### config.mk
export PLATFORM = sky130hd
export DESIGN_NAME = prog_loader_flat
export DESIGN_NICKNAME = d
export VERILOG_FILES = /design/src/rtl/mcx_pkg.sv /design/src/rtl/prog_loader_if.sv /design/src/rtl/prog_ram.sv /design/src/rtl/prog_loader.sv /design/src/flat_wrapper.sv
export SDC_FILE = /design/constraint.sdc
export NUM_CORES = 1
export LEC_CHECK = 0
export ABC_AREA = 0
export CAP_MARGIN = 5
export CELL_PAD_IN_SITES_DETAIL_PLACEMENT = 2
export CELL_PAD_IN_SITES_GLOBAL_PLACEMENT = 2
export CORE_AREA = 2 2 281 283
export DETAILED_ROUTE_END_ITERATION = 16
export DIE_AREA = 0 0 283 285
export GPL_TIMING_DRIVEN = 0
export HOLD_SLACK_MARGIN = 0.08
export PLACE_DENSITY_LB_ADDON = 0.2
export SYNTH_ARGS = -nofsm -noshare
export SYNTH_HDL_FRONTEND = slang
export SYNTH_SLANG_ARGS = --single-unit
### constraint.sdc
create_clock -name clk -period 16.6 [get_ports clk]
set_input_delay 3.32 -clock clk [delete_from_list [all_inputs] [get_ports clk]]
set_output_delay 3.32 -clock clk [all_outputs]
set_load 0.01 [all_outputs]
### src/rtl/mcx_pkg.sv
// Shared definitions for the MCX program loader: geometry, frame header,
// line field positions, loader state encoding and small helpers.
package mcx_pkg;

  localparam int LINE_W = 46;
  localparam int DEPTH  = 16;
  localparam int ADDR_W = 4;
  localparam int CNT_W  = 5;

  localparam logic [7:0] HDR_BYTE = 8'hA5;

  // Instruction line field positions
  localparam int PC_MSB   = 45;
  localparam int PC_LSB   = 42;
  localparam int COND_MSB = 41;
  localparam int COND_LSB = 40;
  localparam int INST_MSB = 39;
  localparam int INST_LSB = 36;
  localparam int ARG0_MSB = 35;
  localparam int ARG0_LSB = 24;
  localparam int ARG1_MSB = 23;
  localparam int ARG1_LSB = 12;
  localparam int ARG2_MSB = 11;
  localparam int ARG2_LSB = 0;

  typedef enum logic [2:0] {
    IDLE   = 3'd0,
    COUNT  = 3'd1,
    DATA   = 3'd2,
    CHECK  = 3'd3,
    COMMIT = 3'd4
  } ld_state_e;

  // A frame carries between 1 and DEPTH lines
  function automatic logic count_ok(input logic [7:0] n);
    return (n >= 8'd1) && (n <= 8'd16);
  endfunction

endpackage

### src/rtl/prog_loader_if.sv
// Loader bus: byte stream in, fetch read port, core control/status out.
interface prog_loader_if;
  import mcx_pkg::*;

  logic [7:0]        in_data;
  logic              in_valid;
  logic              in_ready;
  logic [ADDR_W-1:0] addr;
  logic [LINE_W-1:0] line;
  logic              core_hold;
  logic              load_done;
  logic              load_err;

  // Loader side
  modport slave (
    input  in_data, in_valid, addr,
    output in_ready, line, core_hold, load_done, load_err
  );

  // Host / core side
  modport master (
    output in_data, in_valid, addr,
    input  in_ready, line, core_hold, load_done, load_err
  );

endinterface

### src/rtl/prog_ram.sv
// Program store: DEPTH x LINE_W, synchronous write, asynchronous read.
// Contents are deliberately not reset; visibility is gated by the loader.
module prog_ram
  import mcx_pkg::*;
(
  input  logic              clk_i,
  input  logic              we_i,
  input  logic [ADDR_W-1:0] waddr_i,
  input  logic [LINE_W-1:0] wdata_i,
  input  logic [ADDR_W-1:0] raddr_i,
  output logic [LINE_W-1:0] rdata_o
);

  logic [LINE_W-1:0] mem_q [DEPTH];

  // Line write on commit of each assembled line
  always_ff @(posedge clk_i) begin
    if (we_i) begin
      mem_q[waddr_i] <= wdata_i;
    end
  end

  assign rdata_o = mem_q[raddr_i];

endmodule

### src/rtl/prog_loader.sv
// MCX program loader: receives framed byte stream (header, count, N lines of
// 6 bytes, optional checksum), writes lines into the program store and holds
// the core in reset until a complete, valid program is committed.
// Optional build macro LOADER_CKSUM_EN adds the trailing XOR checksum byte.
module prog_loader
  import mcx_pkg::*;
(
  input  logic          clk,
  input  logic          rst,
  prog_loader_if.slave  bus
);

  ld_state_e         state_q, state_d;
  logic [CNT_W-1:0]  n_q, n_d;
  logic [CNT_W-1:0]  line_cnt_q, line_cnt_d;
  logic [2:0]        byte_cnt_q, byte_cnt_d;
  // Only the low 38 bits of the first five bytes are kept: the top two bits
  // of the first byte fall off the shift register, which is the line mask.
  logic [37:0]       asm_q, asm_d;
  logic [CNT_W-1:0]  lines_loaded_q, lines_loaded_d;
  logic              core_hold_q, core_hold_d;
  logic              load_done_q, load_done_d;
  logic              load_err_q, load_err_d;
`ifdef LOADER_CKSUM_EN
  logic [7:0]        acc_q, acc_d;
`endif

  logic              in_ready_s;
  logic              xfer_s;
  logic              we_s;
  logic [ADDR_W-1:0] waddr_s;
  logic [LINE_W-1:0] wdata_s;
  logic [LINE_W-1:0] rdata_s;

  assign in_ready_s = (state_q != COMMIT);
  assign xfer_s     = bus.in_valid && in_ready_s;

  // Next-state, assembly, counters and memory write control
  always_comb begin
    state_d        = state_q;
    n_d            = n_q;
    line_cnt_d     = line_cnt_q;
    byte_cnt_d     = byte_cnt_q;
    asm_d          = asm_q;
    lines_loaded_d = lines_loaded_q;
    core_hold_d    = core_hold_q;
    load_done_d    = 1'b0;
    load_err_d     = load_err_q;
`ifdef LOADER_CKSUM_EN
    acc_d          = acc_q;
`endif
    we_s           = 1'b0;
    waddr_s        = line_cnt_q[ADDR_W-1:0];
    wdata_s        = {asm_q, bus.in_data};

    case (state_q)
      IDLE: begin
        if (xfer_s && (bus.in_data == HDR_BYTE)) begin
          state_d        = COUNT;
          load_err_d     = 1'b0;
          lines_loaded_d = 5'd0;
          core_hold_d    = 1'b1;
        end else begin
          state_d = IDLE;
        end
      end
      COUNT: begin
        if (xfer_s) begin
          if (count_ok(bus.in_data)) begin
            n_d        = bus.in_data[CNT_W-1:0];
            line_cnt_d = 5'd0;
            byte_cnt_d = 3'd0;
`ifdef LOADER_CKSUM_EN
            acc_d      = 8'd0;
`endif
            state_d    = DATA;
          end else begin
            load_err_d = 1'b1;
            state_d    = IDLE;
          end
        end else begin
          state_d = COUNT;
        end
      end
      DATA: begin
        if (xfer_s) begin
          asm_d = {asm_q[29:0], bus.in_data};
`ifdef LOADER_CKSUM_EN
          acc_d = acc_q ^ bus.in_data;
`endif
          if (byte_cnt_q == 3'd5) begin
            byte_cnt_d = 3'd0;
            we_s       = 1'b1;
            line_cnt_d = line_cnt_q + 5'd1;
            if ((line_cnt_q + 5'd1) == n_q) begin
`ifdef LOADER_CKSUM_EN
              state_d = CHECK;
`else
              state_d = COMMIT;
`endif
            end else begin
              state_d = DATA;
            end
          end else begin
            byte_cnt_d = byte_cnt_q + 3'd1;
          end
        end else begin
          state_d = DATA;
        end
      end
      CHECK: begin
`ifdef LOADER_CKSUM_EN
        if (xfer_s) begin
          if (bus.in_data == acc_q) begin
            state_d = COMMIT;
          end else begin
            load_err_d = 1'b1;
            state_d    = IDLE;
          end
        end else begin
          state_d = CHECK;
        end
`else
        state_d = IDLE;
`endif
      end
      COMMIT: begin
        lines_loaded_d = n_q;
        load_done_d    = 1'b1;
        core_hold_d    = 1'b0;
        state_d        = IDLE;
      end
      default: begin
        state_d = IDLE;
      end
    endcase
  end

  // State and output registers; reset wins over any concurrent transfer
  always_ff @(posedge clk) begin
    if (rst) begin
      state_q        <= IDLE;
      n_q            <= 5'd0;
      line_cnt_q     <= 5'd0;
      byte_cnt_q     <= 3'd0;
      asm_q          <= 38'd0;
      lines_loaded_q <= 5'd0;
      core_hold_q    <= 1'b1;
      load_done_q    <= 1'b0;
      load_err_q     <= 1'b0;
`ifdef LOADER_CKSUM_EN
      acc_q          <= 8'd0;
`endif
    end else begin
      state_q        <= state_d;
      n_q            <= n_d;
      line_cnt_q     <= line_cnt_d;
      byte_cnt_q     <= byte_cnt_d;
      asm_q          <= asm_d;
      lines_loaded_q <= lines_loaded_d;
      core_hold_q    <= core_hold_d;
      load_done_q    <= load_done_d;
      load_err_q     <= load_err_d;
`ifdef LOADER_CKSUM_EN
      acc_q          <= acc_d;
`endif
    end
  end

  prog_ram u_ram (
    .clk_i   (clk),
    .we_i    (we_s && !rst),
    .waddr_i (waddr_s),
    .wdata_i (wdata_s),
    .raddr_i (bus.addr),
    .rdata_o (rdata_s)
  );

  // Lines beyond the committed count read as zero
  assign bus.line      = ({1'b0, bus.addr} < lines_loaded_q) ? rdata_s : {LINE_W{1'b0}};
  assign bus.in_ready  = in_ready_s;
  assign bus.core_hold = core_hold_q;
  assign bus.load_done = load_done_q;
  assign bus.load_err  = load_err_q;

endmodule

### src/flat_wrapper.sv
// flat-port wrapper written by rule: the top's interface ports become plain ports
module prog_loader_flat import mcx_pkg::*;
  (clk, rst, bus_in_data, bus_in_valid, bus_addr, bus_in_ready, bus_line, bus_core_hold, bus_load_done, bus_load_err);
  prog_loader_if bus_i ();
  input  logic clk;
  input  logic rst;
  input wire logic [$bits(bus_i.in_data)-1:0] bus_in_data;
  input wire logic [$bits(bus_i.in_valid)-1:0] bus_in_valid;
  input wire logic [$bits(bus_i.addr)-1:0] bus_addr;
  output wire logic [$bits(bus_i.in_ready)-1:0] bus_in_ready;
  output wire logic [$bits(bus_i.line)-1:0] bus_line;
  output wire logic [$bits(bus_i.core_hold)-1:0] bus_core_hold;
  output wire logic [$bits(bus_i.load_done)-1:0] bus_load_done;
  output wire logic [$bits(bus_i.load_err)-1:0] bus_load_err;
  assign bus_i.in_data = bus_in_data;
  assign bus_i.in_valid = bus_in_valid;
  assign bus_i.addr = bus_addr;
  assign bus_in_ready = bus_i.in_ready;
  assign bus_line = bus_i.line;
  assign bus_core_hold = bus_i.core_hold;
  assign bus_load_done = bus_i.load_done;
  assign bus_load_err = bus_i.load_err;
  prog_loader u_core (.clk(clk), .rst(rst), .bus(bus_i));
endmodule
==> flow_metrics.tcl, run 1 <==
set metrics [dict create \
    critical_path_class "input port to primary output" \
    cts_tree "yes" \
    die-area_sq_um 80660 \
    max_slew_margin_pct 19.72 \
    via_per_inst 5.572 \
    clkPwrFrac_pct 45.9 \
    htree_levels 3 \
    rsz0062_at_grt "no" \
    switching_share_pct 20.66 \
    cp-start-kind "input port" \
    path_clk_slew_ps 60 \
    gp_routability_congestion 0.7272 \
    pwr-share-comb_pct 3.4 \
    dr.pass1.iters 5 \
    ys_types 50 \
    dp_hpwl_mm 55.94 \
    nets 1746 \
    ys_warn_count 0 \
    grt_antenna_before_repair 2 \
    drt_wl_total_mm 85.86 \
    critPathBufInv 4 \
    cp_cell_sequence "clkdlybuf4s50_1 -> buf_2 -> buf_1 -> mux4_2 -> mux2_2 -> a21oi_1 -> a21oi_1 -> clkdlybuf4s50_1" \
    ys_seq_area_share_pct 75.96 \
    clock_skew_ps 24.44 \
    track_usage_pct 21.51 \
    syn-instance-count 1524 \
    powerDensity_nw_per_um2 117.0 \
    clock-sinks 798 \
    grt_pass1_vias 17900 \
    start_util_pct 39.41 \
    cp_slowest_cell "clkdlybuf4s50_1" \
    crit_fanout 10 \
    ir_worst_vdd_uv 83.50 \
    cts.repair.resized 0 \
    max_stage_delay_ps 810 \
    ios 65 \
    cp_top_family "buffers and inverters" \
    avgSynthCellArea_sq_um 20.16 \
    finalSetupViolCount 0 \
    fin_crit_sh_pct 62.42 \
    root_buffer "clkbuf_16" \
    drive_gt1_share_pct 25.67 \
    seqPwrFrac_pct 50.7 \
    cts_setup_buffers 0 \
    synth_area_sq_um 30730 \
    fmax_mhz 96.51 \
    ys_dominant_reg_cell "edfxtp_1" \
    drt-wirelength-per-cell_um 30.17 \
    hp-class "flop to flop" \
    final_util_pct 46.86 \
    syn_to_final_growth_pct 18.89 \
    die_w_um 283 \
    synthesis.nets 1546 \
    worst_pin_slew_ps 1204 \
    core_sq_um 77970 \
    antenna_cells 0 \
    slew_viol_final 0 \
    via_count 15860 \
    die_h_um 285 \
    required_ps 13280 \
    num_rows 103 \
    hold_buffers 0 \
    cp.arrival_ps 7040 \
    synth_edf_count 736 \
    portBuffers 63 \
    drc_errors 0 \
    cts_buffers 86 \
    status "finished clean" \
    grt_pass1_wl_mm 125.9 \
    hold_viol_final 0 \
    period_minus_slack_ps 10360 \
    grt_max_degree 24 \
    async_reset_ff_share_pct 0 \
    clock_path_buffers 3 \
    internal_power_mw 3.391 \
    maxCapViolCount 0 \
    ys_seq_elements 798 \
    p_leak_nw 11.21 \
    switchingPower_uw 883.0 \
    tns_ps 0 \
    critPathCaptureType "primary output" \
    ff2ff_setup_slack_ps 13290 \
    drt_iter0_drc 1376 \
    final_antenna_net_count 0 \
    overflow 0 \
    worstSkewPairLatency_ps 630 \
]
## through the flow
| stage | cells | cell area [sq um] | hold WS [ps] | setup WS, ps | power, mW |
|---|---|---|---|---|---|
| final | 2846 | 36540 | 482.8 | 6238 | 4.274 |
| after global routing | 2846 | 36540 | 509.4 | 6179 | 4.392 |
| after CTS | 2846 | 36540 | 485.2 | 6204 | 4.319 |
| after detailed placement | 2686 | 33640 | 471.1 | 6239 | 2.356 |
| after global placement | 2637 | 32680 | 458.2 | 4208 | 2.353 |
| after floorplan | 1524 | 30730 | 442.4 | 8472 | 2.290 |
## power by group through the flow
stage	registers, mW	logic, mW	clock network, mW
after global routing	2.17	0.154	2.07
after CTS	2.17	0.148	2.00
after global placement	2.21	0.143	0
after detailed placement	2.21	0.147	0
after floorplan	2.21	0.0807	0
final	2.17	0.144	1.96
## cells by family (layout without fill, tap and decap cells)
group | Yosys count | count (layout) | synth area share, %
compound gates | 220 | 220 | 4.418
xor+xnor | 7 | 7 | 0.1995
fa+ha+maj | 7 | 7 | 0.2850
buf+inv | 100 | 372 | 1.531
flops | 798 | 798 | 75.96
mux | 233 | 233 | 15.27
simple gates | 159 | 159 | 2.337
## area by class of cell
type	count	area (sq um)
Buffer	92	441.7
Inverter	8	30.03
Clock inverter	35	371.6
Clock buffer	125	2524
Multi-Input combinational cell	626	7038
Fill cell	6960	41430
Timing Repair Buffer	112	1474
Sequential cell	798	23340
Tap cell	1050	1314
## synth_stat cells (10+ instances only)
cell | count | area (sq um)
a21oi_1 | 142 | 710.7
a22o_1 | 52 | 455.4
buf_1 | 12 | 45.04
buf_2 | 16 | 80.08
clkbuf_1 | 52 | 195.2
dfxtp_1 | 62 | 1241
edfxtp_1 | 736 | 22100
mux2_2 | 47 | 529.3
mux4_2 | 184 | 4144
nand2_1 | 90 | 337.8
nor2_1 | 25 | 93.84
nor3_1 | 10 | 50.05
## worst paths after layout
check | startpoint | end | depth (start not counted)
worst min-delay path | u_core.lines_loaded_q[0] | u_core.lines_loaded_q[0] | 1
worst max-delay path | bus_addr[1] | bus_line[37] | 8
worst max register to register | u_core.state_q[2] | u_core.u_ram.mem_q[0][18] | 8
worst min register to register | u_core.lines_loaded_q[0] | u_core.lines_loaded_q[0] | 1
## cell usage in the layout (no fill, tap or decap), drive strengths merged, types with 2 or more instances in the layout
cell / count
edfxtp: 736
mux4: 184
clkbuf: 177
a21oi: 142
nand2: 90
buf: 89
clkdlybuf4s50: 63
dfxtp: 62
a22o: 52
mux2: 47
nor2: 25
clkinv: 21
inv: 12
nor3: 10
nand3: 8
o21ai: 7
ha: 7
bufinv: 7
xnor2: 5
a311oi: 5
nor2b: 4
nand2b: 3
nor4: 3
o211ai: 3
clkinvlp: 3
or3b: 2
mux2i: 2
nor4bb: 2
xor2: 2
a31oi: 2
nor4b: 2
and2: 2
## layer usage
layer	global-route usage, %	vias up	routed length (um)
met1	27.28	8659	35260
li1	-	6695	-
met2	38.02	366	44580
met5	0	-	14
met3	3.048	135	3469
met4	7.261	2	2535
## sequential cells by signal (all words and copies together) (netlist names)
| signal | flops |
|---|---|
| u_core.state_q | 3 |
| u_core.line_cnt_q | 5 |
| u_core.bus.core_hold | 1 |
| u_core.lines_loaded_q | 5 |
| u_core.u_ram.mem_q | 736 |
| u_core.byte_cnt_q | 3 |
| u_core.bus.load_done | 1 |
| u_core.n_q | 5 |
| u_core.bus.load_err | 1 |
| u_core.asm_q | 38 |
## worst reg2reg max path, cell delays in order, from the launching register on
cell and delay, ps:
dfxtp_1 300, buf_2 170, nand4bb_1 190, clkbuf_1 230, nor3_1 470, nand2_1 350, nor3_2 820, buf_6 270
buf_6 190
(Power assumes the default switching activity.)
==> inputs of run 2 (changes only) <==
- clock period: 16.6 -> 8.87 ns (I/O delays scaled with it)
==> results of run 2 <==
Same layout as run 1 (identical final DEF). Status: finished clean.
Main changes from that run: setup slack after placement 6239 ps -> 1601 ps; setup slack after layout 6238 ps -> 1600 ps; register-to-register setup slack 13290 ps -> 5560 ps; total power 4.274 mW -> 7.998 mW; worst IR drop on VDD 83.50 uV -> 156.3 uV
